$ cat src/rtl/regfile_wb_arbiter_pkg.sv
// Shared definitions for the register-file write-back path: null destination,
// arbiter state encoding and default datapath widths.
package regfile_wb_arbiter_pkg;

  localparam int DATA_W_DEF = 16;
  localparam int ADDR_W_DEF = 4;

  // Register 0 is the null destination; writes to it are accepted and discarded
  localparam logic [3:0] REG_NONE = 4'd0;

  typedef enum logic {
    WB_ARB   = 1'b0,
    WB_FORCE = 1'b1
  } wb_state_t;

endpackage

$ cat src/rtl/wb_grant.sv
// Combinational grant logic for the shared register-file write port.
// Decides which non-null request wins this cycle, accepts null-destination
// requests immediately, and flags an ALU loss that should bump the loss counter.
module wb_grant
  import regfile_wb_arbiter_pkg::*;
#(
  parameter int ADDR_W = ADDR_W_DEF
) (
  input  logic              alu_valid,
  input  logic [ADDR_W-1:0] alu_rdest,
  input  logic              mem_valid,
  input  logic [ADDR_W-1:0] mem_rdest,
  input  logic              force_alu,
  output logic              alu_grant,
  output logic              mem_grant,
  output logic              alu_null_ok,
  output logic              mem_null_ok,
  output logic              alu_lost
);

  logic alu_req;
  logic mem_req;
  logic collision;

  // Same-register collisions always go to mem so the ALU value lands last;
  // otherwise mem wins in ARB and the ALU wins while forced.
  always_comb begin
    alu_req     = alu_valid && (alu_rdest != ADDR_W'(REG_NONE));
    mem_req     = mem_valid && (mem_rdest != ADDR_W'(REG_NONE));
    collision   = alu_req && mem_req && (alu_rdest == mem_rdest);
    alu_grant   = 1'b0;
    mem_grant   = 1'b0;
    if (collision) begin
      mem_grant = 1'b1;
    end else if (force_alu) begin
      alu_grant = alu_req;
      mem_grant = mem_req && !alu_req;
    end else begin
      mem_grant = mem_req;
      alu_grant = alu_req && !mem_req;
    end
    alu_null_ok = alu_valid && !alu_req;
    mem_null_ok = mem_valid && !mem_req;
    alu_lost    = alu_req && !alu_grant && !force_alu;
  end

endmodule

$ cat src/rtl/regfile_wb_arbiter.sv
// Write-back arbiter: the ALU result path and the memory-load path share one
// register-file write port. The winning write is registered and presented to
// the Rdest decoder and register bank one cycle later. A small loss counter
// forces the ALU to win after MAX_WAIT consecutive losses.
module regfile_wb_arbiter
  import regfile_wb_arbiter_pkg::*;
#(
  parameter int DATA_W   = DATA_W_DEF,
  parameter int ADDR_W   = ADDR_W_DEF,
  parameter int MAX_WAIT = 2
) (
  input  logic              clk,
  input  logic              reset,
  input  logic              alu_valid,
  input  logic [ADDR_W-1:0] alu_rdest,
  input  logic [DATA_W-1:0] alu_data,
  output logic              alu_ready,
  input  logic              mem_valid,
  input  logic [ADDR_W-1:0] mem_rdest,
  input  logic [DATA_W-1:0] mem_data,
  output logic              mem_ready,
  output logic              wb_en,
  output logic [ADDR_W-1:0] wb_rdest,
  output logic [DATA_W-1:0] wb_data,
  output logic              alu_starved
);

  localparam logic [1:0] MAX_WAIT_C = 2'(MAX_WAIT);

  wb_state_t  state;
  wb_state_t  state_nxt;
  logic [1:0] loss_cnt;
  logic [1:0] loss_cnt_nxt;

  logic alu_grant;
  logic mem_grant;
  logic alu_null_ok;
  logic mem_null_ok;
  logic alu_lost;

  wb_grant #(
    .ADDR_W (ADDR_W)
  ) u_grant (
    .alu_valid   (alu_valid),
    .alu_rdest   (alu_rdest),
    .mem_valid   (mem_valid),
    .mem_rdest   (mem_rdest),
    .force_alu   (state == WB_FORCE),
    .alu_grant   (alu_grant),
    .mem_grant   (mem_grant),
    .alu_null_ok (alu_null_ok),
    .mem_null_ok (mem_null_ok),
    .alu_lost    (alu_lost)
  );

  assign alu_ready   = !reset && (alu_grant || alu_null_ok);
  assign mem_ready   = !reset && (mem_grant || mem_null_ok);
  assign alu_starved = (state == WB_FORCE);

  // Next state: an ALU grant always returns to ARB with a cleared counter;
  // a counted loss that reaches MAX_WAIT switches to FORCE.
  always_comb begin
    state_nxt    = state;
    loss_cnt_nxt = loss_cnt;
    if (alu_grant) begin
      state_nxt    = WB_ARB;
      loss_cnt_nxt = 2'd0;
    end else if (alu_lost) begin
      loss_cnt_nxt = loss_cnt + 2'd1;
      if (loss_cnt_nxt == MAX_WAIT_C) begin
        state_nxt = WB_FORCE;
      end
    end
  end

  // Arbiter state and loss counter registers.
  always_ff @(posedge clk or posedge reset) begin
    if (reset) begin
      state    <= WB_ARB;
      loss_cnt <= 2'd0;
    end else begin
      state    <= state_nxt;
      loss_cnt <= loss_cnt_nxt;
    end
  end

  // Registered write port; destination and data hold when no write occurs.
  always_ff @(posedge clk or posedge reset) begin
    if (reset) begin
      wb_en    <= 1'b0;
      wb_rdest <= '0;
      wb_data  <= '0;
    end else begin
      wb_en <= alu_grant || mem_grant;
      if (mem_grant) begin
        wb_rdest <= mem_rdest;
        wb_data  <= mem_data;
      end else if (alu_grant) begin
        wb_rdest <= alu_rdest;
        wb_data  <= alu_data;
      end
    end
  end

endmodule

$ cat config.mk
export PLATFORM = sky130hd
export DESIGN_NAME = regfile_wb_arbiter
export DESIGN_NICKNAME = d
export VERILOG_FILES = /design/src/rtl/regfile_wb_arbiter_pkg.sv /design/src/rtl/wb_grant.sv /design/src/rtl/regfile_wb_arbiter.sv
export SDC_FILE = /design/constraint.sdc
export NUM_CORES = 1
export LEC_CHECK = 0
export ABC_AREA = 1
export CORE_MARGIN = 3
export CORE_UTILIZATION = 35
export CTS_CLUSTER_SIZE = 12
export DETAILED_ROUTE_END_ITERATION = 10
export GPL_TIMING_DRIVEN = 0
export PLACE_DENSITY = 0.7
export SYNTH_ARGS = -nofsm -noshare
export SYNTH_HDL_FRONTEND = slang
export SYNTH_SLANG_ARGS = --single-unit
$ cat constraint.sdc
create_clock -name clk -period 3.5 [get_ports clk]
set_input_delay 0.875 -clock clk [delete_from_list [all_inputs] [get_ports clk]]
set_output_delay 0.875 -clock clk [all_outputs]
set_load 0.01 [all_outputs]
==> metrics.cfg <==
[run_status]
outcome = finished, final reports clean

[final_layout]
nets = 348
antenna_cells = 0
area_growth_pct = 56.7
final_util_pct = 59.1
fillers = 404
drive_above_1_share_pct = 13.6
fin_area_sq_um = 2470

[yosys]
netlist_top_cells_area = dfrtp_1, nand2_1, nand3_1
synth.distinct_cells = 22
ys.flop_type = dfrtp_1
synth_most_common_cell = nand2_1
syn_inst = 223
synth_top_family_by_area = simple AND/OR/NAND/NOR gates
synthSimpleGateAreaFrac_pct = 43.5
yosysTopAreaCell = dfrtp_1
syn_nets = 268
synth_compound_area_share_pct = 2.62
synthArstFlopShare_pct = 100
synth_fa_ha_area_share_pct = 0.795
ys_seq_elements = 24
synth_top_area_share_pct = 38.2
seq_area_frac_synth_pct = 38.2
synthXorXnorAreaFrac_pct = 1.67
syn_area_sq_um = 1570
ys.warnings.count = 0
synth-edff-count = 0
synth_mux_area_share_pct = 0
avgSynthCellArea_sq_um = 7.06
yosys-top-cells-count = nand2_1, nand3_1, inv_1

[sta]
max_clock_freq_mhz = 296
setup_tns_ns = 0
fin_skew_ns = 0.000426
timing.final.max_slew_violations = 0
worstMarginPinSlew_ns = 0.558
hold_violations = 0
fin_crit_ns = 3.38
whs_ns = 0.534
fin_crit_sh_pct = 96.6
relSlewSlack_pct = 62.7
setup_violations = 0

[hold_path]
hold_depth = 2
holdPathEnd = wb_data[6]
hold_start = wb_data[6]
hold_path.class = flop to flop

[setup_path]
rr_worst_depth = 6
cpMostUsedCell = nand2_4
critical_path_buf_inv_count = 4
slowest_stage = clkdlybuf4s50_1
cp-start-kind = input port
cp_data_required_time_ns = 2.62
r2r_end = wb_data[3]
crit_path_end_kind = output port
cp_slowest_stage_delay_ns = 0.50
critPathMaxFanout = 10
crit_chain = clkdlybuf4s50_1 > nor2_1 > nand2_2 > nand2_4 > o21ai_4 > nand2_4 > buf_6 > o21ai_2 > inv_1 > dlygate4sd2_1
r2r_slack_ns = 2.13
critPathKind = input port to output port
r2r_start = alu_starved
critPathTopFamily = buffers and inverters
crit_arrival_ns = 2.51

[route]
ant_nets = 0
via_count = 1738
drc = 0
wl_mm = 4.49
drt_pass1_iterations = 4
first_iter_violations = 90
vias_per_cell = 4.94
wl_per_cell_microns = 12.8

[power]
ir_drop_uv = 268
leakagePower_nw = 1.26
finalPower_mw = 0.999
powerDensity_nw_per_um2 = 405

[clock_tree]
cts.clk_slew.worst_paths_ns = 0.08
cts_max_path_buffers = 2
cts.sinks = 24
clock_latency_ns = 0.26
numCtsBuffers = 3
cts_tree = yes
root_buffer = clkbuf_8
holdBufCountCts = 0
htreeDepth = 1

[floorplan]
num_rows = 23
die-area_sq_um = 5340
ioPinCount = 68
die_w_microns = 73.1
initial_core_util_pct = 37.7
core_sq_um = 4170
fp.dieH_microns = 73.1

[flow_run]
drv_cap = 0

[global_routing]
antenna_found_initial = 0
grt_max_degree = 26
grt_pass1_vias = 1576
overflow = 0
track_usage_pct = 17.2
grt_pass1_wl_mm = 7.25

[placement]
dp_hpwl_mm = 3.36
gp_congestion = 0.793
port_buffers = 67
place_area_sq_um = 2310

==> worst register-to-register path, stage by stage (launching register included) <==
cell     delay (ns)
dfrtp_1        0.40
inv_1          0.15
nand3_4        0.15
nand2_2        0.17
buf_2          0.25
nand4_1        0.12
nand2_1        0.08
==> registers in the layout (all words and copies together), names as in the netlist <==
| register | flops |
|---|---|
| loss_cnt | 2 |
| wb_en | 1 |
| alu_starved | 1 |
| wb_data | 16 |
| wb_rdest | 4 |
==> final cells by class <==
cell class | count | area (sq um) | area share, %
Multi-Input combinational cell | 154 | 796 | 32.3
Timing Repair Buffer | 75 | 737 | 29.9
Buffer | 14 | 92.6 | 3.75
Clock buffer | 4 | 55.1 | 2.23
Tap cell | 50 | 62.6 | 2.54
Sequential cell | 24 | 601 | 24.4
Inverter | 31 | 123 | 4.97
==> timing repair <==
item	4_1_cts	5_1_grt
gates resized for setup	5	11
setup buffers	0	8
endpoints found under the setup margin	2	2
pin swaps	0	1
hold endpoints to repair	0	0
==> how the worst max path moves through the flow <==
| stage | cells after the start | end | from | slack (ns) |
|---|---|---|---|---|
| floorplan | 9 | mem_ready | mem_rdest[2] | 0.85 |
| global route | 11 | mem_ready | alu_rdest[2] | -0.01 |
| global placement | 11 | mem_ready | mem_rdest[3] | -0.27 |
| finish | 10 | mem_ready | alu_rdest[1] | 0.12 |
| detailed placement | 11 | mem_ready | mem_rdest[3] | -0.29 |
| CTS | 11 | mem_ready | alu_rdest[0] | 0.009 |
==> metal layers <==
metal  global-route usage [%]  share of wire (%)  vias to the layer above
met5                        0                  0                        -
met3                     3.31                5.7                        2
met4                     3.48               0.42                        0
li1                         -                  -                      883
met1                     23.3                 44                      798
met2                     28.3                 50                       55
==> power breakdown <==
part	switching (mW)	internal, mW	total, mW	leakage, nW
Clock	0.0859	0.100	0.186	0.0288
Combinational	0.205	0.229	0.435	0.944
Sequential	0.0385	0.340	0.378	0.283
Total	0.330	0.670	0.999	1.26
==> cells in the final DEF, fill, tap and decap left out, drive strengths merged <==
cell type	instances
nand2	66
clkdlybuf4s50	60
nand3	44
inv	30
dfrtp	24
buf	22
nand4	20
nor2	13
a21oi	4
clkbuf	4
dlymetal6s2s	4
dlygate4sd2	3
xor2	2
o21ai	2
o211ai	1
xnor2	1
clkinvlp	1
ha	1
==> kinds of logic after synthesis <==
| logic type | count (synthesis) |
|---|---|
| AOI/OAI and AO/OA | 7 |
| adders and majority gates | 1 |
| xor gates and xnor gates | 3 |
| and+or+nand+nor | 143 |
| buffers and inverters | 45 |
| DFF | 24 |
==> through the flow <==
| stage | std cells | setup slack (ns) |
|---|---|---|
| 2_1_floorplan | 223 | 0.853 |
| 3_3_place_gp | 340 | -0.269 |
| 3_5_place_dp | 340 | -0.287 |
| 4_1_cts | 344 | 0.00896 |
| 5_1_grt | 352 | -0.0121 |
| 6_report | 352 | 0.119 |
(Power assumes the default switching activity.)
